File: src/rtl/mario_animator.sv
// rtl/mario_animator.sv - Mario sprite frame sequencer (walk/jump/climb/death), frame_tick gated.
module mario_animator #(
  parameter int WALK_DIV  = 4,
  parameter int CLIMB_DIV = 8,
  parameter int DIE_DIV   = 8,
  parameter int DIE_SPINS = 2
) (
  input  logic       clk,
  input  logic       rst,
  input  logic       frame_tick,
  input  logic       move_left,
  input  logic       move_right,
  input  logic       airborne,
  input  logic       climbing,
  input  logic       climb_move,
  input  logic       dead,
  output logic [3:0] animate_state,
  output logic       facing,
  output logic       die_done
);

  localparam logic [3:0] STAND       = 4'd0;
  localparam logic [3:0] WALK_LEFT1  = 4'd1;
  localparam logic [3:0] WALK_LEFT2  = 4'd2;
  localparam logic [3:0] WALK_MID    = 4'd3;
  localparam logic [3:0] WALK_RIGHT1 = 4'd4;
  localparam logic [3:0] WALK_RIGHT2 = 4'd5;
  localparam logic [3:0] FLY_LEFT    = 4'd6;
  localparam logic [3:0] FLY_RIGHT   = 4'd7;
  localparam logic [3:0] CLAMP1      = 4'd8;
  localparam logic [3:0] CLAMP2      = 4'd9;
  localparam logic [3:0] DIE1        = 4'd10;
  localparam logic [3:0] DIE4        = 4'd13;

  localparam logic [7:0] WALK_LAST  = 8'(WALK_DIV - 1);
  localparam logic [7:0] CLIMB_LAST = 8'(CLIMB_DIV - 1);
  localparam logic [7:0] DIE_LAST   = 8'(DIE_DIV - 1);
  localparam logic [7:0] SPIN_LAST  = 8'(DIE_SPINS - 1);

  typedef enum logic [2:0] {
    M_STAND = 3'd0,
    M_WALK  = 3'd1,
    M_AIR   = 3'd2,
    M_CLIMB = 3'd3,
    M_DIE   = 3'd4
  } mode_t;

  mode_t      mode_q, mode_d, mode_n;
  logic [3:0] state_q, state_d;
  logic [7:0] cnt_q, cnt_d;
  logic [7:0] spin_q, spin_d;
  logic       facing_q, facing_d;
  logic       die_done_q, die_done_d;
  logic       dead_q, dead_d;
  logic       facing_new;
  logic       entry;

  // MID returns into whichever cycle the current facing selects.
  function automatic logic [3:0] walk_next(input logic [3:0] f, input logic face);
    case (f)
      WALK_RIGHT1: walk_next = WALK_RIGHT2;
      WALK_RIGHT2: walk_next = WALK_MID;
      WALK_LEFT1:  walk_next = WALK_LEFT2;
      WALK_LEFT2:  walk_next = WALK_MID;
      default:     walk_next = face ? WALK_RIGHT1 : WALK_LEFT1;
    endcase
  endfunction

  always_ff @(posedge clk or posedge rst) begin
    if (rst) begin
      mode_q     <= M_STAND;
      state_q    <= STAND;
      cnt_q      <= 8'd0;
      spin_q     <= 8'd0;
      facing_q   <= 1'b1;
      die_done_q <= 1'b0;
      dead_q     <= 1'b0;
    end else begin
      mode_q     <= mode_d;
      state_q    <= state_d;
      cnt_q      <= cnt_d;
      spin_q     <= spin_d;
      facing_q   <= facing_d;
      die_done_q <= die_done_d;
      dead_q     <= dead_d;
    end
  end

  always_comb begin
    mode_n = M_STAND;
    if (dead_q || dead)                  mode_n = M_DIE;
    else if (climbing)                   mode_n = M_CLIMB;
    else if (airborne)                   mode_n = M_AIR;
    else if (move_left ^ move_right)     mode_n = M_WALK;
    mode_d = frame_tick ? mode_n : mode_q;
  end

  always_comb begin
    state_d    = state_q;
    cnt_d      = cnt_q;
    spin_d     = spin_q;
    facing_d   = facing_q;
    die_done_d = die_done_q;
    dead_d     = dead_q;
    facing_new = facing_q;
    entry      = 1'b0;
    if (frame_tick) begin
      dead_d = dead_q | dead;
      if (mode_n != M_DIE) begin
        if (move_left && !move_right)      facing_new = 1'b0;
        else if (move_right && !move_left) facing_new = 1'b1;
      end
      facing_d = facing_new;
      // A walk direction reversal restarts the cycle just like a mode change.
      entry = (mode_n != mode_q) || (mode_n == M_WALK && facing_new != facing_q);
      case (mode_n)
        M_STAND: begin
          state_d = STAND;
          cnt_d   = 8'd0;
        end
        M_AIR: begin
          state_d = facing_new ? FLY_RIGHT : FLY_LEFT;
          cnt_d   = 8'd0;
        end
        M_WALK: begin
          if (entry) begin
            state_d = facing_new ? WALK_RIGHT1 : WALK_LEFT1;
            cnt_d   = 8'd0;
          end else if (cnt_q == WALK_LAST) begin
            state_d = walk_next(state_q, facing_new);
            cnt_d   = 8'd0;
          end else begin
            cnt_d = cnt_q + 8'd1;
          end
        end
        M_CLIMB: begin
          if (entry) begin
            state_d = CLAMP1;
            cnt_d   = 8'd0;
          end else if (climb_move) begin
            if (cnt_q == CLIMB_LAST) begin
              state_d = (state_q == CLAMP1) ? CLAMP2 : CLAMP1;
              cnt_d   = 8'd0;
            end else begin
              cnt_d = cnt_q + 8'd1;
            end
          end
        end
        default: begin
          if (entry) begin
            state_d = DIE1;
            cnt_d   = 8'd0;
            spin_d  = 8'd0;
          end else if (!die_done_q) begin
            if (cnt_q == DIE_LAST) begin
              cnt_d = 8'd0;
              if (state_q == DIE4) begin
                if (spin_q == SPIN_LAST) begin
                  die_done_d = 1'b1;
                end else begin
                  state_d = DIE1;
                  spin_d  = spin_q + 8'd1;
                end
              end else begin
                state_d = state_q + 4'd1;
              end
            end else begin
              cnt_d = cnt_q + 8'd1;
            end
          end
        end
      endcase
    end
  end

  assign animate_state = state_q;
  assign facing        = facing_q;
  assign die_done      = die_done_q;

endmodule
File: config.mk
export PLATFORM = sky130hd
export DESIGN_NAME = mario_animator
export DESIGN_NICKNAME = d
export VERILOG_FILES = /design/src/rtl/mario_animator.sv
export SDC_FILE = /design/constraint.sdc
export NUM_CORES = 1
export LEC_CHECK = 0
export ABC_AREA = 1
export CELL_PAD_IN_SITES_DETAIL_PLACEMENT = 1
export CELL_PAD_IN_SITES_GLOBAL_PLACEMENT = 1
export CORE_ASPECT_RATIO = 0.75
export CORE_UTILIZATION = 35
export CTS_CLUSTER_SIZE = 40
export DETAILED_ROUTE_END_ITERATION = 10
export MAX_ROUTING_LAYER = met4
export PLACE_DENSITY_LB_ADDON = 0.1
export SYNTH_ARGS = -nofsm -noshare
export SYNTH_HDL_FRONTEND = slang
export SYNTH_SLANG_ARGS = --single-unit
File: constraint.sdc
create_clock -name clk -period 2 [get_ports clk]
set_input_delay 0.2 -clock clk [delete_from_list [all_inputs] [get_ports clk]]
set_output_delay 0.2 -clock clk [all_outputs]
set_load 0.02 [all_outputs]
==> impl.org <==
** Route
- Count of TritonRoute iterations in the first routing pass :: 4
- Number of vias in the routed layout :: 1956
- After detailed routing, the wire length on met1 is 3030 µm.
- In this run, the number of DRC markers left after iteration 0 of detailed routing was about 70.
- Avg WL per Cell :: between 10 and 15 µm
- After detailed routing, the total wire length is roughly 5700 µm.
- Detailed routing placed a total of 2530 µm of wire on met2.
- Detailed routing placed a total of 109 µm of wire on met3.
- In this run the top signal layer used is met4.
- Total DRC errors in the routed layout :: 0
- Dividing the detail-routed via count by the number of cells gives 4.82.
- The detail route stage leaves a number of antenna-violating nets equal to 0.

** Synthesis
- Synth area leaders :: sky130_fd_sc_hd__dfrtp_1 30%, sky130_fd_sc_hd__nand2_1 12%, sky130_fd_sc_hd__inv_1 7.8%, sky130_fd_sc_hd__nand3_1 6.8%, sky130_fd_sc_hd__ha_1 5.7%
- In the synthesized netlist, the number of instances is roughly 280.
- Share of Yosys cell area claimed by the top area cell type :: 0.304
- Synthesis produced a netlist with a net count of 296.
- Of the synthesized area, sequential elements account for 0.318.
- For this run, the number of Yosys warnings is 0.
- The synthesized netlist occupies a cell area of 1970 µm².
- Flip-flop and latch count after synthesis :: 25
- After synthesis, the mean cell area works out to a little over 7 µm².
- Counting distinct cell types in the post-synthesis netlist gives 31.
- Top cell type by total area after synthesis :: sky130_fd_sc_hd__dfrtp_1
- Number of enable flip-flop cells after synthesis :: 0
- Synth Flop Type :: sky130_fd_sc_hd__dfrtp_1
- Ys async rst share :: 1.00

** Setup path
- Walking the worst path, the cells encountered are nor2_4 -> buf_12 -> nand2_2 -> nand2_2 -> nand2_4 -> nor2_8 -> nand2_4 -> buf_4 -> nor2_1 -> o21ai_0 -> o21ai_1.
- Reg2Reg Setup Slack :: ~0.12 ns
- Maximum single-stage delay on the critical path :: around 0.42 ns
- At the worst endpoint, the required time is between 2 and 2.5 ns.
- The worst setup path is launched from a register.
- The critical path crosses 11 cells after its start point.
- The startpoint identified for the worst register-to-register timing path is mode_q[2].
- WS Path Type :: reg2reg
- Critical path buffer and inverter count :: 2
- The worst setup path is captured at a register.
- Arrival time of data at the critical path endpoint :: 2.09 ns
- Top delay family on crit path :: simple AND/OR/NAND/NOR gates
- In this run the worst setup path begins at mode_q[2].
- The number of cells on the worst reg-to-reg path is 11.
- Critical path capture point :: cnt_q[7]
- Critical Path Fanout Max :: 7
- For this design, the slowest cell found on the critical path is sky130_fd_sc_hd__dfrtp_1.
- Reg2Reg Capture Point :: cnt_q[7]

** STA
- Number of endpoints failing setup at the final stage :: 0
- The max-slew violation count is 0.
- Maximum achievable frequency :: approximately 530 MHz
- Final total negative setup slack :: 0 ns
- Tightest slew margin relative to the limit :: 0.770
- For the pin with the worst max-slew slack, the measured transition is 0.345 ns.
- Clock skew after layout :: 0.00492 ns
- Subtracting the final worst setup slack from the clock period gives roughly 1.9 ns.
- The number of hold-slack violations in the final timing report is 0.
- RSZ-0062 raised after global routing :: no
- Post-route clock period utilization :: 0.940

** CTS
- In this run the number of H-tree levels came out at 1.
- The longest clock path from root to sink contains 2 buffers.
- CTS Hold Buffers Added :: 0
- Clock Latency Late Sink :: 0.28 ns
- TritonCTS clock tree :: built
- Clock tree synthesis inserted a total of 3 buffers.
- Clock tree synthesis selected as its root buffer the cell sky130_fd_sc_hd__clkbuf_8.
- The tree built by TritonCTS fans out to 25 sinks.
- Clock input transition at the sequential cells of the worst setup and hold paths :: around 0.090 ns

** Global routing
- Entering global routing, the biggest net connects 26 pins.
- The first global-routing pass estimated 9110 µm of wire.
- The initial antenna violation count was 0.
- Summed over all layers, the global routing overflow is 0.
- Overall track demand over capacity in global routing :: 0.210
- Number of global-route vias before repair :: 1902

** Hold path
- Hold crit path type :: in2async

** Finish
- Layout cells sized above 1 :: 0.224
- Most common cell after layout, fill and taps aside :: sky130_fd_sc_hd__nand2_1
- Leaving out fill and tap cells, the most frequent cells in the layout are 61 x sky130_fd_sc_hd__nand2_1, 40 x sky130_fd_sc_hd__inv_1, 37 x sky130_fd_sc_hd__buf_4.
- Layout Area Growth over Synthesis :: 31.5%
- Final antenna diode count :: 0
- Final layout net count :: between 300 and 400
- Core Util, Final :: 0.482

** Die
- The floorplan step defined a core boundary enclosing between 5000 and 6000 µm².
- Rows :: 23
- In this run the horizontal extent of the chip is 88.7 µm.
- For this design the top-level I/O count stands at 15.
- The initial utilization of the core area, before any placement, comes to 0.367.
- Vertical die dimension :: between 60 and 70 µm
- Area of the die :: approximately 6000 µm²

** Placed design
- The congestion estimate from routability-driven global placement came to a little under 0.8.
- Count of input and output buffers :: 14
- Final HPWL from detailed placement :: 4460 µm

** Flow run
- Across the run, the number of max-cap violations was 0.

** Pwr
- Overall power consumption :: 1190 µW
- Peak supply drop :: approximately 0.00023 V
- In this run the static leakage power is 0.00126 µW.
- Power per cell area :: around 460 nW/µm²

** Status
- Outcome :: completed
==> through the flow <==
stage	instances	cell area (µm²)	worst slack [ns]	hold slack, ns
floorplan	278	1970	0.256	0.227
global placement	396	2410	-0.377	0.494
detailed placement	396	2410	-0.468	0.504
CTS	401	2510	0.00888	0.286
global route	406	2590	0.00570	0.308
finish	406	2590	0.120	0.278
==> area by class of cell <==
class / count / area [µm²]
clock buffer: 4 / 45.0
timing repair buffer: 54 / 465
inverter: 45 / 175
sequential: 25 / 627
multi-input combinational: 203 / 1190
tap: 75 / 93.8
fill: 689 / 2790
==> cells in the mapped netlist (2+ instances only) <==
cell type	count
sky130_fd_sc_hd__nand3_4	2
sky130_fd_sc_hd__inv_2	2
sky130_fd_sc_hd__nor3_1	2
sky130_fd_sc_hd__nand2_2	4
sky130_fd_sc_hd__nor2_4	3
sky130_fd_sc_hd__xor2_1	9
sky130_fd_sc_hd__inv_1	41
sky130_fd_sc_hd__nand3b_1	3
sky130_fd_sc_hd__ha_1	9
sky130_fd_sc_hd__o21ai_0	10
sky130_fd_sc_hd__nor4_1	2
sky130_fd_sc_hd__a21oi_1	4
sky130_fd_sc_hd__nand4_1	15
sky130_fd_sc_hd__nand3_1	27
sky130_fd_sc_hd__o21ai_1	12
sky130_fd_sc_hd__nor2_1	27
sky130_fd_sc_hd__dfrtp_1	24
sky130_fd_sc_hd__buf_6	4
sky130_fd_sc_hd__nand2_1	65
sky130_fd_sc_hd__o21ai_2	2
==> tightest hold or removal path: cells and delay by family <==
kind	cells	cell delay, ns
buffers and inverters	3	0.76
==> power breakdown <==
group          leakage, µW  internal (µW)  switching (µW)
Combinational     0.000945            116             160
Clock            0.0000228            143             175
Sequential        0.000295            548            43.6
Total              0.00126            807             379
==> routing by layer <==
layer  up-vias  track usage
met5         -            -
met1       930        0.290
met3         2       0.0372
met2        14        0.332
li1       1010            -
met4         0       0.0242
==> worst min path at each step <==
stage / slack (ns) / end / start
finish: 0.28 / spin_q[1] / rst
floorplan: 0.23 / animate_state[0] / rst
global route: 0.31 / spin_q[6] / rst
CTS: 0.29 / spin_q[6] / rst
detailed placement: 0.50 / cnt_q[1] / cnt_q[1]
global placement: 0.49 / cnt_q[6] / cnt_q[6]
==> registers in the layout, summed over array words and instances, names as in the netlist <==
register       cells
spin_q             8
die_done           1
mode_q             3
animate_state      4
facing             1
cnt_q              8
==> cell families after synthesis <==
kind of cell	after synthesis	synth area share
buf+inv	50	0.113
compound gates	31	0.0856
xor+xnor	10	0.0444
fa+ha+maj	9	0.0571
simple gates	153	0.382
flops	25	0.318
==> repair_timing <==
action                     CTS  global route
setup endpoints to repair   20            20
pin swaps                    6             5
gates resized for setup     10            10
buffers inserted             1             5
No activity file was read; power rests on OpenSTA's default activity.
